File: src/rtl/pong_ui_pkg.sv
// Shared types and default geometry for the pong user-interface blocks.
package pong_ui_pkg;

  typedef enum logic [1:0] {
    S_IDLE = 2'd0,
    S_WAIT = 2'd1,
    S_REQ  = 2'd2
  } serve_state_t;

  // Default paddle geometry, also used by the game-state and rendering blocks.
  localparam int unsigned DEFAULT_PY_W        = 10;
  localparam int unsigned DEFAULT_PADDLE_MAX  = 400;
  localparam int unsigned DEFAULT_PADDLE_INIT = 200;

endpackage

File: src/rtl/player_input_controller_if.sv
// Signal bundle between the input synchronizer / game FSM and one player's
// input controller. The controller uses the slave modport.
interface player_input_controller_if #(
  parameter int unsigned PY_W = pong_ui_pkg::DEFAULT_PY_W
);
  logic            joystick_up;
  logic            joystick_down;
  logic            arcade_button_pressed;
  logic            serve_enable;
  logic            serve_ack;
  logic            clear_inputs;
  logic [PY_W-1:0] paddle_y;
  logic            paddle_moved;
  logic            serve_req;
  logic            arcade_led;

  modport master (
    output joystick_up, joystick_down, arcade_button_pressed,
    output serve_enable, serve_ack, clear_inputs,
    input  paddle_y, paddle_moved, serve_req, arcade_led
  );

  modport slave (
    input  joystick_up, joystick_down, arcade_button_pressed,
    input  serve_enable, serve_ack, clear_inputs,
    output paddle_y, paddle_moved, serve_req, arcade_led
  );
endinterface

File: src/rtl/button_debouncer.sv
// Level debouncer: the output level follows the raw input only after the raw
// input has held a new level for CYCLES consecutive clocks. rise is a
// registered one-cycle pulse coincident with the first cycle of a high level.
module button_debouncer #(
  parameter int unsigned CYCLES = 50000
) (
  input  logic clock,
  input  logic reset,
  input  logic raw,
  output logic level,
  output logic rise
);

  localparam int unsigned CNT_W = (CYCLES > 1) ? $clog2(CYCLES) : 1;

  logic [CNT_W-1:0] cnt_q, cnt_d;
  logic             level_q, level_d;
  logic             rise_q, rise_d;

  // Count consecutive mismatching cycles; flip the level on the last one.
  always_comb begin
    cnt_d   = '0;
    level_d = level_q;
    rise_d  = 1'b0;
    if (raw != level_q) begin
      if (cnt_q == CNT_W'(CYCLES - 1)) begin
        level_d = raw;
        rise_d  = raw;
      end else begin
        cnt_d = cnt_q + CNT_W'(1);
      end
    end
  end

  // Debouncer state registers.
  always_ff @(posedge clock) begin
    if (!reset) begin
      cnt_q   <= '0;
      level_q <= 1'b0;
      rise_q  <= 1'b0;
    end else begin
      cnt_q   <= cnt_d;
      level_q <= level_d;
      rise_q  <= rise_d;
    end
  end

  assign level = level_q;
  assign rise  = rise_q;

endmodule

File: src/rtl/player_input_controller.sv
// One player's input sequencer: debounced serve button, rate-limited and
// saturating paddle motion, serve request handshake and arcade LED drive.
module player_input_controller
  import pong_ui_pkg::*;
#(
  parameter int unsigned DEBOUNCE_CYCLES = 50000,
  parameter int unsigned MOVE_PERIOD     = 100000,
  parameter int unsigned BLINK_PERIOD    = 12500000,
  parameter int unsigned PY_W            = DEFAULT_PY_W,
  parameter int unsigned PADDLE_MAX      = DEFAULT_PADDLE_MAX,
  parameter int unsigned PADDLE_INIT     = DEFAULT_PADDLE_INIT
) (
  input  logic                      clock,
  input  logic                      reset,
  player_input_controller_if.slave  bus
);

  localparam int unsigned MOVE_W  = (MOVE_PERIOD  > 1) ? $clog2(MOVE_PERIOD)  : 1;
  localparam int unsigned BLINK_W = (BLINK_PERIOD > 1) ? $clog2(BLINK_PERIOD) : 1;
  localparam logic [PY_W-1:0] Y_MAX  = PY_W'(PADDLE_MAX);
  localparam logic [PY_W-1:0] Y_INIT = PY_W'(PADDLE_INIT);

  logic db_level;
  logic db_rise;
  logic press_evt;

  button_debouncer #(
    .CYCLES(DEBOUNCE_CYCLES)
  ) u_serve_db (
    .clock(clock),
    .reset(reset),
    .raw  (bus.arcade_button_pressed),
    .level(db_level),
    .rise (db_rise)
  );

  // rise always coincides with a high level; qualifying on both keeps the
  // press definition tied to the debounced level itself.
  assign press_evt = db_rise && db_level;

  // ---------------- paddle ----------------
  logic [MOVE_W-1:0] move_cnt_q, move_cnt_d;
  logic [PY_W-1:0]   paddle_y_q, paddle_y_d;
  logic              paddle_moved_q, paddle_moved_d;
  logic              tick;

  assign tick = (move_cnt_q == MOVE_W'(MOVE_PERIOD - 1));

  // Step the paddle on each tick, saturating at both ends; clear overrides.
  always_comb begin
    move_cnt_d     = tick ? '0 : move_cnt_q + MOVE_W'(1);
    paddle_y_d     = paddle_y_q;
    paddle_moved_d = 1'b0;
    if (tick) begin
      if (bus.joystick_up && !bus.joystick_down && (paddle_y_q < Y_MAX)) begin
        paddle_y_d     = paddle_y_q + PY_W'(1);
        paddle_moved_d = 1'b1;
      end else if (bus.joystick_down && !bus.joystick_up && (paddle_y_q != '0)) begin
        paddle_y_d     = paddle_y_q - PY_W'(1);
        paddle_moved_d = 1'b1;
      end
    end
    if (bus.clear_inputs) begin
      move_cnt_d     = '0;
      paddle_y_d     = Y_INIT;
      paddle_moved_d = 1'b0;
    end
  end

  // Paddle registers.
  always_ff @(posedge clock) begin
    if (!reset) begin
      move_cnt_q     <= '0;
      paddle_y_q     <= Y_INIT;
      paddle_moved_q <= 1'b0;
    end else begin
      move_cnt_q     <= move_cnt_d;
      paddle_y_q     <= paddle_y_d;
      paddle_moved_q <= paddle_moved_d;
    end
  end

  // ---------------- serve FSM ----------------
  serve_state_t       state_q, state_d;
  logic [BLINK_W-1:0] blink_cnt_q, blink_cnt_d;
  logic               led_q, led_d;
  logic               serve_req_q, serve_req_d;

  // Next state by priority: clear, ack (only meaningful in S_REQ), the rest.
  // Outputs are derived from the next state so they register alongside it.
  always_comb begin
    state_d     = state_q;
    blink_cnt_d = '0;
    led_d       = 1'b0;
    serve_req_d = 1'b0;

    if (bus.clear_inputs) begin
      state_d = S_IDLE;
    end else if (bus.serve_ack && (state_q == S_REQ)) begin
      state_d = S_IDLE;
    end else begin
      case (state_q)
        S_IDLE: if (bus.serve_enable) state_d = S_WAIT;
        S_WAIT: begin
          if (!bus.serve_enable) state_d = S_IDLE;
          else if (press_evt)    state_d = S_REQ;
        end
        S_REQ:   state_d = S_REQ;
        default: state_d = S_IDLE;
      endcase
    end

    case (state_d)
      S_WAIT: begin
        if (state_q != S_WAIT) begin
          led_d       = 1'b1;
          blink_cnt_d = '0;
        end else if (blink_cnt_q == BLINK_W'(BLINK_PERIOD - 1)) begin
          led_d       = ~led_q;
          blink_cnt_d = '0;
        end else begin
          led_d       = led_q;
          blink_cnt_d = blink_cnt_q + BLINK_W'(1);
        end
      end
      S_REQ: begin
        led_d       = 1'b1;
        serve_req_d = 1'b1;
      end
      default: begin
        led_d       = 1'b0;
        serve_req_d = 1'b0;
      end
    endcase
  end

  // Serve FSM state and registered outputs.
  always_ff @(posedge clock) begin
    if (!reset) begin
      state_q     <= S_IDLE;
      blink_cnt_q <= '0;
      led_q       <= 1'b0;
      serve_req_q <= 1'b0;
    end else begin
      state_q     <= state_d;
      blink_cnt_q <= blink_cnt_d;
      led_q       <= led_d;
      serve_req_q <= serve_req_d;
    end
  end

  assign bus.paddle_y     = paddle_y_q;
  assign bus.paddle_moved = paddle_moved_q;
  assign bus.serve_req    = serve_req_q;
  assign bus.arcade_led   = led_q;

endmodule

File: src/flat_wrapper.sv
// flat-port wrapper written by rule: the top's interface ports become plain ports
module player_input_controller_flat import pong_ui_pkg::*;
#(
  parameter int unsigned DEBOUNCE_CYCLES = 50000,
  parameter int unsigned MOVE_PERIOD     = 100000,
  parameter int unsigned BLINK_PERIOD    = 12500000,
  parameter int unsigned PY_W            = DEFAULT_PY_W,
  parameter int unsigned PADDLE_MAX      = DEFAULT_PADDLE_MAX,
  parameter int unsigned PADDLE_INIT     = DEFAULT_PADDLE_INIT
)
  (clock, reset, bus_joystick_up, bus_joystick_down, bus_arcade_button_pressed, bus_serve_enable, bus_serve_ack, bus_clear_inputs, bus_paddle_y, bus_paddle_moved, bus_serve_req, bus_arcade_led);
  player_input_controller_if #(.PY_W(PY_W)) bus_i ();
  input  logic clock;
  input  logic reset;
  input wire logic [$bits(bus_i.joystick_up)-1:0] bus_joystick_up;
  input wire logic [$bits(bus_i.joystick_down)-1:0] bus_joystick_down;
  input wire logic [$bits(bus_i.arcade_button_pressed)-1:0] bus_arcade_button_pressed;
  input wire logic [$bits(bus_i.serve_enable)-1:0] bus_serve_enable;
  input wire logic [$bits(bus_i.serve_ack)-1:0] bus_serve_ack;
  input wire logic [$bits(bus_i.clear_inputs)-1:0] bus_clear_inputs;
  output wire logic [$bits(bus_i.paddle_y)-1:0] bus_paddle_y;
  output wire logic [$bits(bus_i.paddle_moved)-1:0] bus_paddle_moved;
  output wire logic [$bits(bus_i.serve_req)-1:0] bus_serve_req;
  output wire logic [$bits(bus_i.arcade_led)-1:0] bus_arcade_led;
  assign bus_i.joystick_up = bus_joystick_up;
  assign bus_i.joystick_down = bus_joystick_down;
  assign bus_i.arcade_button_pressed = bus_arcade_button_pressed;
  assign bus_i.serve_enable = bus_serve_enable;
  assign bus_i.serve_ack = bus_serve_ack;
  assign bus_i.clear_inputs = bus_clear_inputs;
  assign bus_paddle_y = bus_i.paddle_y;
  assign bus_paddle_moved = bus_i.paddle_moved;
  assign bus_serve_req = bus_i.serve_req;
  assign bus_arcade_led = bus_i.arcade_led;
  player_input_controller #(.DEBOUNCE_CYCLES(DEBOUNCE_CYCLES), .MOVE_PERIOD(MOVE_PERIOD), .BLINK_PERIOD(BLINK_PERIOD), .PY_W(PY_W), .PADDLE_MAX(PADDLE_MAX), .PADDLE_INIT(PADDLE_INIT)) u_core (.clock(clock), .reset(reset), .bus(bus_i));
endmodule
File: config.mk
export PLATFORM = sky130hd
export DESIGN_NAME = player_input_controller_flat
export DESIGN_NICKNAME = d
export VERILOG_FILES = /design/src/rtl/pong_ui_pkg.sv /design/src/rtl/player_input_controller_if.sv /design/src/rtl/button_debouncer.sv /design/src/rtl/player_input_controller.sv /design/src/flat_wrapper.sv
export SDC_FILE = /design/constraint.sdc
export NUM_CORES = 1
export LEC_CHECK = 0
export ABC_AREA = 0
export CAP_MARGIN = 20
export CORE_MARGIN = 1.5
export CORE_UTILIZATION = 52
export DETAILED_ROUTE_END_ITERATION = 6
export GPL_ROUTABILITY_DRIVEN = 0
export PLACE_DENSITY = 0.68
export SLEW_MARGIN = 25
export SYNTH_ARGS = -nofsm -noshare
export SYNTH_HDL_FRONTEND = slang
export SYNTH_SLANG_ARGS = --single-unit
File: constraint.sdc
create_clock -name clock -period 3.4 [get_ports clock]
set_input_delay 0.68 -clock clock [delete_from_list [all_inputs] [get_ports clock]]
set_output_delay 0.68 -clock clock [all_outputs]
set_load 0.005 [all_outputs]
==> out/metrics.yaml <==
run_status:
  status: "completed"
power:
  max-vdd-ir-drop_mv: 0.304
  p_per_area_nw_per_um2: 379
  power.static_leakage_nw: 1.45
sta:
  min_period_ns: 2.95
  rsz0062_at_grt: "no"
  worst_slew_pin_slew_ns: 0.855
  fin_crit_sh_pct: 86.8
  finClkSkew_ns: 0.0104
  clock.fmax_mhz: 339
  final.setup.tns_ns: 0
  slew_headroom_pct: 42.5
  finalHoldViolCount: 0
  slew_violations: 0
  finalSetupViolCount: 0
  whs_ns: 0.462
floorplanning:
  rows: 30
  pin_count: 21
  dieWidth_um: 86.0
  core_area_um2: 6720
  die_h_um: 86.0
  initial_core_util_pct: 53.3
  die-area_um2: 7390
clock_network:
  hold_buffers: 0
  h-tree-depth: 3
  cts_inserted_buffers: 9
  cts-resized-gates: 0
  postCtsSetupBuffers: 0
  cts_tree: "built"
  clk_pin_slew_ns: 0.08
  cts_sinks: 74
  cts_buffer_depth: 2
  clockRootBuffer: "clkbuf_8"
  insertion_delay_ns: 0.34
placement:
  dpl.hpwl_um: 4890
  portBuffers: 20
synthesis:
  netlist_area_um2: 3580
  synth_ff_type: "dfxtp_1"
  seq_area_frac_synth_pct: 41.4
  synth_area_per_cell_um2: 8.57
  synth-edff-count: 0
  syn_inst: 418
  syn-num-nets: 440
  synth_cell_types: 48
  yosys_register_bits: 74
  yosysWarnings: 0
  async_reset_ff_share_pct: 0
setup_path:
  rr_worst_depth: 8
  r2r_start: "u_core.bus.paddle_y[4]$_SDFFE_PP0P_"
  worstPathRequired_ns: 3.66
  r2r_end: "u_core.bus.paddle_y[9]$_SDFFE_PP0P_"
  critPathLaunchType: "input pin"
  r2r_setup_slack_ns: 0.73
  worstSetupPathType: "in -> reg"
  endpoint: "u_core.bus.paddle_y[9]$_SDFFE_PP0P_"
  cp_max_fo: 11
  cp.arrival_ns: 3.21
  crit_path_end_kind: "flop"
  startpoint: "bus_joystick_up"
global_route:
  grt_pass1_wl_um: 11900
  grt_pass1_vias: 2708
  overflow: 0
  grt_use_total_pct: 20.0
  grt_max_degree: 24
  antenna_found_initial: 0
final_layout:
  nets: 465
  final_cell_mix: "nor2_1 (74), dfxtp_1 (74), nand3_1 (36)"
  diodes: 0
  drive_gt1_share_pct: 5.80
  syn_to_final_growth_pct: 12.9
route:
  viasPerCell: 5.53
  vias: 2921
  drt_iter0_drc: 126
  dr.pass1.iters: 4
  drc: 0
  wl_per_cell_um: 13.0
  totalWireLength_um: 6860
  antenna_left: 0
job:
  drv_cap: 0
hold_path:
  hold_path.class: "reg -> reg"
==> metrics by stage <==
stage	std cells	cell area [µm²]	total power [mW]	util [%]	setup WS [ns]
3_5_place_dp	512	3870	0.962	57.6	0.116
4_1_cts	528	4040	1.55	60.1	0.479
2_1_floorplan	418	3580	0.939	-	0.805
3_3_place_gp	512	3870	0.960	57.6	0.193
6_report	528	4040	1.53	60.2	0.450
5_1_grt	528	4040	1.60	60.2	0.247
==> routing by layer <==
layer	wire length, µm	track usage [%]	up-vias
met2	3190	32.4	38
met1	3380	26.2	1360
met4	72	7.48	0
li1	-	-	1516
met3	214	4.33	7
met5	0	0	-
==> cell families after synthesis <==
kind of cell    synth area share [%]
flops                           41.4
compound gates                  7.79
xor+xnor                        13.2
simple gates                    28.3
fa+ha+maj                       5.10
buf+inv                         2.45
mux                             1.75
==> worst min path at each step <==
| stage | cells after the start | startpoint | to | slack [ns] |
|---|---|---|---|---|
| final | 1 | u_core.u_serve_db.cnt_q[0]$_SDFF_PP0_ | u_core.u_serve_db.cnt_q[0]$_SDFF_PP0_ | 0.46 |
| after global routing | 1 | u_core.u_serve_db.cnt_q[0]$_SDFF_PP0_ | u_core.u_serve_db.cnt_q[0]$_SDFF_PP0_ | 0.49 |
| after CTS | 1 | u_core.move_cnt_q[0]$_SDFF_PP0_ | u_core.move_cnt_q[0]$_SDFF_PP0_ | 0.46 |
| after detailed placement | 1 | u_core.move_cnt_q[0]$_SDFF_PP0_ | u_core.move_cnt_q[0]$_SDFF_PP0_ | 0.44 |
| after global placement | 1 | u_core.move_cnt_q[0]$_SDFF_PP0_ | u_core.move_cnt_q[0]$_SDFF_PP0_ | 0.44 |
| after floorplan | 1 | u_core.move_cnt_q[0]$_SDFF_PP0_ | u_core.move_cnt_q[0]$_SDFF_PP0_ | 0.42 |
==> critical path, stage by stage <==
cell and delay (ns):
clkdlybuf4s50_1 0.47, nor3b_1 0.20, nand2_1 0.30, ha_1 0.50, nand3_1 0.12, o2111ai_1 0.31, a311oi_1 0.14, mux2_2 0.27
a311oi_1 0.22
==> report_power, final <==
part / switching (mW) / leakage, nW / internal [mW]
logic: 0.0405 / 0.760 / 0.0297
registers: 0.00248 / 0.597 / 0.869
clock network: 0.326 / 0.0904 / 0.266
total: 0.368 / 1.45 / 1.17
==> final cells by class <==
cell class              instances  area (µm²)
well taps                      80         100
clock buffers                  10         128
flip-flops and latches         74        1480
clock inverters                 6        41.3
fillers                       600        2680
repair buffers                 23         223
inverters                      14        52.6
multi-input cells             321        2020
==> cells in the mapped netlist, types with 2 or more instances <==
library cell | number | share of area [%]
dfxtp_1 | 74 | 41
nor2_1 | 74 | 7.8
nand3_1 | 36 | 5.0
xor2_1 | 35 | 8.6
nand2_1 | 27 | 2.8
xnor2_1 | 19 | 4.6
and3_1 | 14 | 2.4
inv_1 | 14 | 1.5
a21oi_1 | 13 | 1.8
ha_1 | 13 | 4.5
nand4_1 | 12 | 2.1
clkbuf_1 | 7 | 0.73
nor3_1 | 7 | 0.98
o21ai_0 | 6 | 0.84
nor2b_1 | 5 | 0.87
and4_1 | 4 | 0.98
mux2i_1 | 4 | 1.1
nor4_1 | 4 | 0.70
o211ai_1 | 4 | 0.84
a31oi_1 | 3 | 0.52
and2_1 | 3 | 0.52
o2111ai_1 | 3 | 0.73
or3_1 | 3 | 0.52
or4_1 | 3 | 0.63
a311oi_1 | 2 | 0.49
mux2_2 | 2 | 0.63
nand2b_1 | 2 | 0.35
nor3b_1 | 2 | 0.42
nor4b_1 | 2 | 0.49
o311ai_0 | 2 | 0.49
or4b_1 | 2 | 0.56
==> flip-flops by register name, indices dropped and copies added, names as in the netlist <==
signal,flops
u_core.blink_cnt_q,24
u_core.bus.arcade_led,1
u_core.bus.paddle_moved,1
u_core.bus.paddle_y,10
u_core.bus.serve_req,1
u_core.move_cnt_q,17
u_core.state_q,2
u_core.u_serve_db.cnt_q,16
u_core.u_serve_db.level,1
u_core.u_serve_db.rise,1
Power figures use the tool's default switching activity.
